$ cat src/rtl/uart_rx_axis.sv
// UART receiver (8N1-style, 16x oversampling, majority-of-3 sampling) delivering
// each good word as a single AXI-Stream beat with frame-error and overrun pulses.
module uart_rx_axis #(
  parameter int unsigned CLK_FREQ   = 50_000_000,
  parameter int unsigned BAUD_RATE  = 115200,
  parameter int unsigned DATA_WIDTH = 8
) (
  input  logic                  clk,
  input  logic                  rst,
  input  logic                  rx_wire,
  output logic [DATA_WIDTH-1:0] m_axis_tdata,
  output logic                  m_axis_tvalid,
  input  logic                  m_axis_tready,
  output logic                  frame_err,
  output logic                  overrun,
  output logic                  busy
);

  localparam int unsigned OSR_DIV = CLK_FREQ / (BAUD_RATE * 16);
  localparam int unsigned DIV_W   = (OSR_DIV > 1) ? $clog2(OSR_DIV) : 1;
  localparam int unsigned BIT_W   = (DATA_WIDTH > 1) ? $clog2(DATA_WIDTH) : 1;

  if (OSR_DIV < 1) begin : g_div_check
    $error("uart_rx_axis: CLK_FREQ too low for 16x oversampling of BAUD_RATE");
  end

  typedef enum logic [1:0] {IDLE, START, DATA, STOP} state_t;

  state_t                state_q, state_d;
  logic                  rx_meta_q, rx_s_q;
  logic [DIV_W-1:0]      div_q, div_d;
  logic [3:0]            samp_q, samp_d;
  logic [BIT_W-1:0]      bit_q, bit_d;
  logic                  s7_q, s7_d, s8_q, s8_d;
  logic [DATA_WIDTH-1:0] shift_q, shift_d;
  logic [DATA_WIDTH-1:0] tdata_q, tdata_d;
  logic                  tvalid_q, tvalid_d;
  logic                  ferr_q, ferr_d;
  logic                  ovr_q, ovr_d;
  logic                  busy_q, busy_d;

  logic                  tick_c, maj_c, good_c;

  // Two-flop synchronizer; idle-high line so both flops reset to 1
  always_ff @(posedge clk) begin
    if (rst) begin
      rx_meta_q <= 1'b1;
      rx_s_q    <= 1'b1;
    end else begin
      rx_meta_q <= rx_wire;
      rx_s_q    <= rx_meta_q;
    end
  end

  // State and datapath registers
  always_ff @(posedge clk) begin
    if (rst) begin
      state_q  <= IDLE;
      div_q    <= '0;
      samp_q   <= '0;
      bit_q    <= '0;
      s7_q     <= 1'b0;
      s8_q     <= 1'b0;
      shift_q  <= '0;
      tdata_q  <= '0;
      tvalid_q <= 1'b0;
      ferr_q   <= 1'b0;
      ovr_q    <= 1'b0;
      busy_q   <= 1'b0;
    end else begin
      state_q  <= state_d;
      div_q    <= div_d;
      samp_q   <= samp_d;
      bit_q    <= bit_d;
      s7_q     <= s7_d;
      s8_q     <= s8_d;
      shift_q  <= shift_d;
      tdata_q  <= tdata_d;
      tvalid_q <= tvalid_d;
      ferr_q   <= ferr_d;
      ovr_q    <= ovr_d;
      busy_q   <= busy_d;
    end
  end

  // Next-state, sampling and stream-output logic
  always_comb begin
    state_d  = state_q;
    samp_d   = samp_q;
    bit_d    = bit_q;
    s7_d     = s7_q;
    s8_d     = s8_q;
    shift_d  = shift_q;
    tdata_d  = tdata_q;
    tvalid_d = tvalid_q;
    ferr_d   = 1'b0;
    ovr_d    = 1'b0;
    good_c   = 1'b0;

    tick_c = (div_q == DIV_W'(OSR_DIV - 1));
    div_d  = tick_c ? '0 : DIV_W'(div_q + DIV_W'(1));
    maj_c  = (s7_q & s8_q) | (s7_q & rx_s_q) | (s8_q & rx_s_q);

    if (tick_c && (state_q != IDLE)) begin
      samp_d = samp_q + 4'd1;
      if (samp_q == 4'd7) s7_d = rx_s_q;
      if (samp_q == 4'd8) s8_d = rx_s_q;
    end

    unique case (state_q)
      IDLE: begin
        if (!rx_s_q) begin
          state_d = START;
          div_d   = '0;
          samp_d  = '0;
          bit_d   = '0;
        end
      end
      START: begin
        if (tick_c) begin
          if ((samp_q == 4'd9) && maj_c) begin
            state_d = IDLE;
          end else if (samp_q == 4'd15) begin
            state_d = DATA;
            bit_d   = '0;
          end
        end
      end
      DATA: begin
        if (tick_c) begin
          if (samp_q == 4'd9) shift_d = DATA_WIDTH'({maj_c, shift_q} >> 1);
          if (samp_q == 4'd15) begin
            if (bit_q == BIT_W'(DATA_WIDTH - 1)) state_d = STOP;
            else                                 bit_d   = BIT_W'(bit_q + BIT_W'(1));
          end
        end
      end
      STOP: begin
        // Decide at the mid-bit sample and leave at once for early resync
        if (tick_c && (samp_q == 4'd9)) begin
          state_d = IDLE;
          if (maj_c) good_c = 1'b1;
          else       ferr_d = 1'b1;
        end
      end
      default: state_d = IDLE;
    endcase

    // A completing word may refill the slot in the same cycle it is drained
    if (good_c) begin
      if (!tvalid_q || m_axis_tready) begin
        tdata_d  = shift_q;
        tvalid_d = 1'b1;
      end else begin
        ovr_d = 1'b1;
      end
    end else if (tvalid_q && m_axis_tready) begin
      tvalid_d = 1'b0;
    end

    busy_d = (state_d != IDLE);
  end

  assign m_axis_tdata  = tdata_q;
  assign m_axis_tvalid = tvalid_q;
  assign frame_err     = ferr_q;
  assign overrun       = ovr_q;
  assign busy          = busy_q;

endmodule

$ cat config.mk
export PLATFORM = sky130hd
export DESIGN_NAME = uart_rx_axis
export DESIGN_NICKNAME = d
export VERILOG_FILES = /design/src/rtl/uart_rx_axis.sv
export SDC_FILE = /design/constraint.sdc
export NUM_CORES = 1
export LEC_CHECK = 0
export CAP_MARGIN = 0
export CELL_PAD_IN_SITES_DETAIL_PLACEMENT = 0
export CELL_PAD_IN_SITES_GLOBAL_PLACEMENT = 1
export CORE_MARGIN = 2
export CORE_UTILIZATION = 46
export CTS_CLUSTER_SIZE = 20
export DETAILED_ROUTE_END_ITERATION = 8
export GPL_TIMING_DRIVEN = 0
export HOLD_SLACK_MARGIN = 0.15
export PLACE_DENSITY = 0.8
export REMOVE_ABC_BUFFERS = 1
export SLEW_MARGIN = 10
export SYNTH_ARGS = -nofsm -noshare
export SYNTH_HDL_FRONTEND = slang
export SYNTH_SLANG_ARGS = --single-unit
$ cat constraint.sdc
create_clock -name clk -period 2.8 [get_ports clk]
set_input_delay 0.42 -clock clk [delete_from_list [all_inputs] [get_ports clk]]
set_output_delay 0.42 -clock clk [all_outputs]
set_load 0.005 [all_outputs]
==> metrics.txt, run 1 <==
outcome finished, final reports clean; clock latency reported for the late side of the worst-skew pair around 0.34 ns; Starting DRT DRC Count 56; Clk pin slew, worst setup/hold paths between 0.1 and 0.15 ns; critical register-to-register path startpoint div_q[0]$_SDFF_PP0_; Die ar. 0.00409 mm2; Worst Max-Slew Pin Slew 1.05 ns; worst-case register-to-register setup slack 0.88 ns; count of antenna diodes in the layout 0; max-capacitance violation count 0; H-Tree Depth 2; Post-synth EDFFs 0; unrepaired setup endpoints after global routing no; register bit count reported by yosys 38; cell leakage power 0.698 nW; wire length per cell 12.6 um; sum of negative setup slack 0 ns; number of I/O pins 16; detailed placement HPWL 2.12 mm; total power divided by cell area 473 mW/mm2; count of yosys warnings during synthesis 0; Setup CP Type reg -> reg; arrival time at the worst endpoint 2.11 ns; starting utilization of the core area 48.8%; headroom to the max-slew limit between 20% and 30%; largest buffer count on any clock path 2; startpoint of the most critical hold path rx_meta_q$_SDFF_PP1_; count of antenna-violating nets left after detailed routing 0; post-cts repair resize count 0; final count of hold timing violations 0; sequential area share after synthesis 46.0%; DRT Wirelength 2.94 mm; IO buf count 15; min-delay worst type reg -> reg; via count 1,239; drt drc 0; vias in the first global route 1,209; Slew Viols, Final 0; Highest Clock Rate between 500 and 600 MHz; area inside the core boundary 0.00339 mm2; proportion of synthesized flip-flops having asynchronous set or reset 0%; final core occ 54.9%; highest net fanout along the worst path 10; type of destination of the critical path flip-flop; Cell Rows 21; length in cells of the worst reg-to-reg path 6; overall die width roughly 64 um; post-CTS setup buffer count 0; peak supply drop 316 uV; Cell variety after synth 44; type of element launching the critical path flip-flop; Crit path required time 2.99 ns; area growth from synthesis to layout 12.3%; Post-Synthesis Mean Instance Area 9.51 um2; initial antenna violation count 0; number of nets in the finished design between 150 and 200; TritonCTS buffer count 5; number of sinks driven by the clock tree 38; root buffer cell clkbuf_4; final clock skew 0.00320 ns; total congestion overflow 0; largest net degree at the start of global routing 32; Min-Delay Path Depth 1; share of final-layout standard cells stronger than drive strength 1 about a tenth; average via count per standard cell 5.29; Die Y-Extent 64.0 um; first-pass detailed-route iteration total 4; weighted congestion reported at the end of routability-driven placement slightly above 0.7; total setup violations reported at the end of the flow 0; final critical delay including setup and external delays between 1.5 and 2 ns; fin crit share 68.6%; clock tree from TritonCTS done; synthesized area 0.00166 mm2; GRT Overall Usage 16.6%; global-route wire length before repair 5.38 mm; quantity of hold-fixing buffers added after cts 0; Reg-to-Reg End m_axis_tdata[0]$_SDFFE_PP0P_; WHS Endpoint rx_s_q$_SDFF_PP1_; Gate Count Post-Synth 174; most used flip-flop cell after synthesis dfxtp_1
-- through the flow --
step	power [W]	area (um2)	hold slack (ns)	std cells	setup WS (ns)
2_1_floorplan	0.000581	1590	0.389	165	1.31
3_3_place_gp	0.000596	1800	0.396	226	0.571
3_5_place_dp	0.000598	1800	0.399	226	0.563
4_1_cts	0.000897	1860	0.428	234	0.864
5_1_grt	0.000928	1860	0.436	234	0.686
6_report	0.000880	1860	0.422	234	0.880
-- flip-flops by register name (all words and copies together) (netlist names) --
register       flops
m_axis_tvalid      1
rx_s_q             1
frame_err          1
samp_q             4
state_q            2
m_axis_tdata       8
bit_q              3
s8_q               1
shift_q            8
busy               1
s7_q               1
overrun            1
div_q              5
rx_meta_q          1
-- synthesized netlist by cell type (2+ instances only) --
cell type	number	area share (%)
clkbuf_1	3	0.68
a21oi_1	12	3.6
nand3_1	12	3.6
o211ai_1	2	0.91
nor2b_1	2	0.76
dfxtp_1	38	46
and4b_1	2	1.2
inv_1	4	0.91
nor4_1	2	0.76
ha_1	7	5.3
nor3b_1	2	0.91
xor2_1	2	1.1
or2_2	3	1.1
nand2_1	5	1.1
mux2i_1	10	6.0
nor3_1	4	1.2
nor2_1	22	5.0
nand2b_1	2	0.76
buf_6	3	2.0
o21ai_0	9	2.7
a31oi_1	2	0.76
xnor2_1	4	2.1
-- worst max-delay path, stage by stage, from the launching register on --
cell and delay, ns:
dfxtp_1 0.35, inv_1 0.06, ha_1 0.17, and4b_1 0.42, nand4_1 0.37, o21ai_0 0.30
a21oi_1 0.09
-- routing by layer --
metal	track usage (%)	vias to the layer above	routed length, um
met4	5.71	0	43
met1	20.1	576	1400
met2	27.6	17	1380
met3	5.46	5	115
li1	-	641	-
met5	0	-	0
-- final cells by class --
cell class              count  area (um2)
well taps                  46        57.6
inverters                   4        15.0
multi-input cells         123         812
clock buffers               6        51.3
fillers                   308        1530
flip-flops and latches     38         761
repair buffers             15         150
clock inverters             2        12.5
-- kinds of logic (layout without fill, tap and decap cells) --
family	after synthesis	after routing	synth area share [%]
AO/OA/AOI/OAI	32	32	12.2
XOR/XNOR	6	6	3.17
multiplexers	10	10	6.05
AND/OR/NAND/NOR	67	67	21.7
flip-flops	38	38	46.0
buffers and inverters	13	27	4.99
adder cells (fa/ha/maj)	8	8	5.97
-- worst max-delay path by stage --
stage | slack (ns) | to | cells after the start | startpoint
final | 0.88 | m_axis_tdata[0]$_SDFFE_PP0P_ | 6 | div_q[0]$_SDFF_PP0_
after global routing | 0.69 | m_axis_tdata[1]$_SDFFE_PP0P_ | 6 | div_q[0]$_SDFF_PP0_
after CTS | 0.86 | m_axis_tdata[0]$_SDFFE_PP0P_ | 6 | div_q[0]$_SDFF_PP0_
after global placement | 0.57 | div_q[3]$_SDFF_PP0_ | 3 | rst
after floorplan | 1.31 | bit_q[2]$_SDFFE_PP0P_ | 6 | div_q[0]$_SDFF_PP0_
after detailed placement | 0.56 | div_q[4]$_SDFF_PP0_ | 3 | rst
-- power breakdown --
part	switching [W]	total [W]	internal [W]
clock network	0.000174	0.000294	0.000121
logic	0.0000169	0.0000309	0.0000140
registers	0.00000735	0.000554	0.000547
-- layout by cell type, fill, tap and decap left out, drive strengths merged, types with 2 or more instances in the layout --
| cell type | instances |
|---|---|
| a21oi | 12 |
| a31oi | 3 |
| and3 | 2 |
| and4b | 2 |
| clkbuf | 6 |
| clkdlybuf4s50 | 15 |
| dfxtp | 38 |
| ha | 7 |
| inv | 4 |
| mux2i | 10 |
| nand2 | 5 |
| nand2b | 2 |
| nand3 | 13 |
| nor2 | 22 |
| nor2b | 2 |
| nor3 | 4 |
| nor3b | 2 |
| nor4 | 2 |
| o211ai | 2 |
| o21ai | 9 |
| or2 | 4 |
| xnor2 | 4 |
| xor2 | 2 |
(Power assumes the default switching activity.)
==> run 2: changes to the inputs <==
--- a/config.mk
+++ b/config.mk
@@ -9,12 +9,12 @@
 export CELL_PAD_IN_SITES_DETAIL_PLACEMENT = 0
 export CELL_PAD_IN_SITES_GLOBAL_PLACEMENT = 1
 export CORE_MARGIN = 2
-export CORE_UTILIZATION = 46
+export CORE_UTILIZATION = 39
 export CTS_CLUSTER_SIZE = 20
 export DETAILED_ROUTE_END_ITERATION = 8
 export GPL_TIMING_DRIVEN = 0
 export HOLD_SLACK_MARGIN = 0.15
-export PLACE_DENSITY = 0.8
+export PLACE_DENSITY = 0.72
 export REMOVE_ABC_BUFFERS = 1
 export SLEW_MARGIN = 10
 export SYNTH_ARGS = -nofsm -noshare
==> constraint.sdc (replaced) <==
create_clock -name clk -period 1.7 [get_ports clk]
set_input_delay 0.255 -clock clk [delete_from_list [all_inputs] [get_ports clk]]
set_output_delay 0.255 -clock clk [all_outputs]
set_load 0.005 [all_outputs]
==> metrics.txt, run 2 (synthesis results as in run 1) <==
peak supply drop 683 uV; area inside the core boundary roughly 0.0040 mm2; crit path from samp_q[0]$_SDFF_PP0_; count of antenna diodes in the layout 0; final clock skew 0.00683 ns; Worst Max-Slew Pin Slew about 1.2 ns; H-Tree Depth 2; total power divided by cell area 937 mW/mm2; Highest Clock Rate 617 MHz; outcome finished, final reports clean; Non-Filler Cell Area, Final 0.00204 mm2; worst-case register-to-register setup slack approximately 0.08 ns; Slew Viols, Final 0; GRT Overall Usage 14.6%; largest net degree at the start of global routing 32; length in cells of the worst reg-to-reg path 6; headroom to the max-slew limit 19.9%; Crit path required time roughly 1.8 ns; total setup violations reported at the end of the flow 0; fin crit share 95.3%; cell leakage power 0.769 nW; max-capacitance violation count 0; quantity of hold-fixing buffers added after cts 0; vias in the first global route 1,198; clock latency reported for the late side of the worst-skew pair between 0.2 and 0.3 ns; detailed placement HPWL about 2.2 mm; non-filler cells, final 243; area growth from synthesis to layout 23.2%; type of destination of the critical path flip-flop; highest net fanout along the worst path 8; DRT Wirelength 3.35 mm; Min-Delay Path Depth 1; critical register-to-register path startpoint samp_q[0]$_SDFF_PP0_; overall die width 69.2 um; number of sinks driven by the clock tree 38; type of element launching the critical path flip-flop; highest-count cells in the layout ignoring fill and taps 36 x dfxtp_1, 22 x nor2_1, 14 x clkdlybuf4s50_1, 12 x a21oi_1, 12 x nand3_1; root buffer cell clkbuf_8; total congestion overflow 0; worst slack on hold paths 0.415 ns; Setup WS pre-CTS -0.424 ns; filler cell count about 380; final core occ roughly 51%; weighted congestion reported at the end of routability-driven placement 0.689; Clk pin slew, worst setup/hold paths 0.07 ns; initial antenna violation count 0; capturing instance or port of the critical path shift_q[7]$_SDFFE_PP0P_; number of nets in the finished design 203; Setup CP Type reg -> reg; number of I/O pins 16; via count about 1,300; Cell Rows 23; TritonCTS buffer count 5; commonest non-fill, non-tap cell in the layout dfxtp_1; starting utilization of the core area between 40% and 50%; placed insts 230; Starting DRT DRC Count 66; instance area after placement 0.00180 mm2; final count of hold timing violations 0; unrepaired setup endpoints after global routing yes; count of antenna-violating nets left after detailed routing 0; minimum setup slack in the final design 0.0798 ns; Reg-to-Reg End shift_q[7]$_SDFFE_PP0P_; first-pass detailed-route iteration total 4; clock tree from TritonCTS done; global-route wire length before repair between 5 and 6 mm; IO buf count 15; largest buffer count on any clock path 2; Die ar. 0.00478 mm2; arrival time at the worst endpoint 1.74 ns; wire length per cell 13.8 um; average via count per standard cell 5.19; Die Y-Extent 69.2 um; drt drc 0; final critical delay including setup and external delays roughly 1.6 ns; share of final-layout standard cells stronger than drive strength 1 16.6%; min-delay worst type reg -> reg
==> run 2: cell types whose count changed in the layout (fill, tap and decap cells not counted), sizes merged <==
| cell | delta |
|---|---|
| buf | +5 |
| bufinv | +2 |
| clkdlybuf4s50 | -1 |
| clkinv | -1 |
| clkinvlp | -1 |
| dlygate4sd2 | +1 |
==> run 2: power breakdown <==
| part | internal, W | total [W] | leakage (nW) | switching (W) |
|---|---|---|---|---|
| sequential | 0.000901 | 0.000914 | 0.308 | 0.0000128 |
| combinational | 0.0000240 | 0.0000552 | 0.390 | 0.0000312 |
| clock | 0.000626 | 0.000942 | 0.0714 | 0.000317 |
==> run 2: how the worst min path moves through the flow <==
stage | startpoint | end
5_1_grt | rx_meta_q$_SDFF_PP1_ | rx_s_q$_SDFF_PP1_
6_report | rx_meta_q$_SDFF_PP1_ | rx_s_q$_SDFF_PP1_
4_1_cts | rx_meta_q$_SDFF_PP1_ | rx_s_q$_SDFF_PP1_
2_1_floorplan | rst | bit_q[0]$_SDFFE_PP0P_
3_3_place_gp | rx_meta_q$_SDFF_PP1_ | rx_s_q$_SDFF_PP1_
3_5_place_dp | rx_meta_q$_SDFF_PP1_ | rx_s_q$_SDFF_PP1_
==> run 2: through the flow <==
stage,power (W),TNS [ns]
after global placement,0.000982,-4.92
after detailed placement,0.000986,-7.23
after CTS,0.00193,-0.0198
after floorplan,0.000957,0
final,0.00191,0
after global routing,0.00199,-0.615
==> run 2: per-layer routing <==
| layer | vias to the layer above | global-route usage (%) | part of all wire, % | wire length (um) |
|---|---|---|---|---|
| met2 | 14 | 22.5 | 46 | 1560 |
| met1 | 595 | 19.4 | 50 | 1690 |
| met5 | - | 0 | 0 | 0 |
| li1 | 648 | - | - | - |
| met3 | 5 | 3.95 | 2.1 | 71 |
| met4 | 0 | 5.88 | 0.96 | 32 |
==> run 2: area by class of cell <==
cell class	count	area [um2]	area share, %
Timing Repair Buffer	20	194	9.51
Tap cell	50	62.6	3.07
Multi-Input combinational cell	123	862	42.3
Sequential cell	38	763	37.4
Clock inverter	2	60.1	2.94
Inverter	4	15.0	0.736
Clock buffer	6	82.6	4.05
==> run 2: worst max-delay path, cell delays in order, from the launching register on <==
cell and delay, ns:
dfxtp_1 0.42, ha_1 0.21, nor4bb_2 0.33, nand3_2 0.13
buf_8 0.17, mux2i_1 0.15, nor2_1 0.05
==> run 2: repair_timing <==
item                       4_1_cts  5_1_grt
gates resized for setup          3       16
pin swaps                        1        1
setup endpoints to repair       29       22
setup buffers                    1        4
cloned                           0        0
==> run 3: changes to the inputs <==
--- a/config.mk
+++ b/config.mk
@@ -5,7 +5,7 @@
 export SDC_FILE = /design/constraint.sdc
 export NUM_CORES = 1
 export LEC_CHECK = 0
-export CAP_MARGIN = 0
+export CAP_MARGIN = 20
 export CELL_PAD_IN_SITES_DETAIL_PLACEMENT = 0
 export CELL_PAD_IN_SITES_GLOBAL_PLACEMENT = 1
 export CORE_MARGIN = 2
==> metrics.txt, run 3 (synthesis results as in run 1) <==
final clock skew ~0.0062 ns; Met2 Routed Length 1.61 mm; worst-path cell with the longest stage delay dfxtp_2; final count of hold timing violations 0; outcome finished, final reports clean; met3 routed wirelength 79 um; type of destination of the critical path flip-flop; via count roughly 1,300; largest net degree at the start of global routing 32; type of element launching the critical path flip-flop; wire length per cell approximately 14 um; Clk pin slew, worst setup/hold paths 0.08 ns; highest net fanout along the worst path 5; Highest Signal Layer met4; cell leakage power between 0.7 and 0.8 nW; worst-case register-to-register setup slack 0.11 ns; H-Tree Depth 2; commonest non-fill, non-tap cell in the layout dfxtp_1; total congestion overflow 0; area inside the core boundary 0.00403 mm2; Min-Delay Path Depth 1; fin crit share 93.6%; overall die width about 69 um; vias in the first global route 1,198; Die ar. 0.00478 mm2; post-layout power 0.00192 W; Crit path required time 1.88 ns; WHS Endpoint rx_s_q$_SDFF_PP1_; largest buffer count on any clock path 2; count of antenna-violating nets left after detailed routing 0; IO buf count 15; global-route wire length before repair around 5.7 mm; Setup CP Type reg -> reg; highest-count cells in the layout ignoring fill and taps 36 x dfxtp_1, 22 x nor2_1, 14 x clkdlybuf4s50_1, 12 x a21oi_1, 12 x nand3_1; share of final-layout standard cells stronger than drive strength 1 15.5%; weighted congestion reported at the end of routability-driven placement roughly 0.69; starting utilization of the core area 41.1%; first-pass detailed-route iteration total 4; Worst Max-Slew Pin Slew 0.614 ns; initial antenna violation count 0; headroom to the max-slew limit 59.1%; startpoint of the most critical hold path rx_meta_q$_SDFF_PP1_; area growth from synthesis to layout 23.0%; drt drc 0; Slew Viols, Final 0; Cell Rows 23; Worst path max stage delay about 0.34 ns; total setup violations reported at the end of the flow 0; final critical delay including setup and external delays 1.59 ns; max-capacitance violation count 0; min-delay worst type reg -> reg; clock tree from TritonCTS done; Die Y-Extent 69.2 um; number of nets in the finished design 203; Reg-to-Reg End s7_q$_SDFFE_PP0P_; length in cells of the worst reg-to-reg path 7; clock latency reported for the late side of the worst-skew pair 0.29 ns; critical register-to-register path startpoint div_q[0]$_SDFF_PP0_; DRT Wirelength 3.47 mm; number of I/O pins 16; count of antenna diodes in the layout 0; peak supply drop 612 uV; filler cell count roughly 380; number of sinks driven by the clock tree 38; sum of negative setup slack 0 ns; Starting DRT DRC Count between 80 and 90; detailed placement HPWL 2.25 mm; arrival time at the worst endpoint 1.78 ns; average via count per standard cell 5.37; TritonCTS buffer count 5; total power divided by cell area 943 mW/mm2; crit path from div_q[0]$_SDFF_PP0_; GRT Overall Usage 14.6%; Critical Path, Cell by Cell inv_1, ha_1, nand4b_1, buf_4, nor4_4, mux2i_1, nor2_1; root buffer cell clkbuf_8; Highest Clock Rate 629 MHz; Post-Route M1 WL around 1.7 mm
[run 3: how the worst max path moves through the flow]
stage | cells past startpoint | slack, ns | endpoint
6_report | 7 | 0.11 | s7_q$_SDFFE_PP0P_
4_1_cts | 6 | -0.009 | shift_q[7]$_SDFFE_PP0P_
3_5_place_dp | 3 | -0.42 | div_q[2]$_SDFF_PP0_
3_3_place_gp | 3 | -0.36 | div_q[2]$_SDFF_PP0_
2_1_floorplan | 6 | 0.21 | bit_q[2]$_SDFFE_PP0P_
5_1_grt | 6 | -0.001 | bit_q[2]$_SDFFE_PP0P_
[run 3: power breakdown]
group,total (W),internal [W],switching [W]
combinational,0.0000597,0.0000272,0.0000325
clock,0.000945,0.000626,0.000320
sequential,0.000915,0.000901,0.0000136
total,0.00192,0.00155,0.000366
[run 3: repair_timing]
| item | 4_1_cts | 5_1_grt |
|---|---|---|
| pin swaps | 1 | 2 |
| buffers inserted | 1 | 2 |
| endpoints found under the hold margin | 0 | 0 |
| gates resized for setup | 3 | 8 |
| setup endpoints to repair | 29 | 22 |
| hold buffers | 0 | 0 |
| cloned | 0 | 1 |
[run 3: through the flow]
stage / setup WS [ns] / cell area, um2 / hold slack [ns] / std cells / utilization, %
2_1_floorplan: 0.210 / 1590 / 0.324 / 165 / -
3_3_place_gp: -0.361 / 1800 / 0.397 / 230 / 44.7
3_5_place_dp: -0.424 / 1800 / 0.404 / 230 / 44.7
4_1_cts: -0.00875 / 1960 / 0.422 / 239 / 48.6
5_1_grt: -0.000956 / 2040 / 0.438 / 243 / 50.5
6_report: 0.110 / 2040 / 0.417 / 243 / 50.5
[run 3: metal layers]
metal  vias up  track usage, %
met5         -               0
met4         0            5.88
met3         5            3.95
met2        16            22.5
met1       628            19.4
li1        656               -
[run 3: area by class of cell]
class                      count  area (um2)  area share (%)
inverter                       4        15.0           0.738
sequential                    38         763            37.5
tap                           50        62.6            3.07
clock inverter                 2        60.1            2.95
multi-input combinational    124         866            42.5
timing repair buffer          19         186            9.16
clock buffer                   6        82.6            4.06
[run 3: critical path: cells and delay by family (launching register included)]
kind                       cells  cell delay (ns)
adders and majority gates      1             0.22
buffers and inverters          2             0.26
and+or+nand+nor                3             0.45
muxes                          1             0.21
DFF                            1             0.34
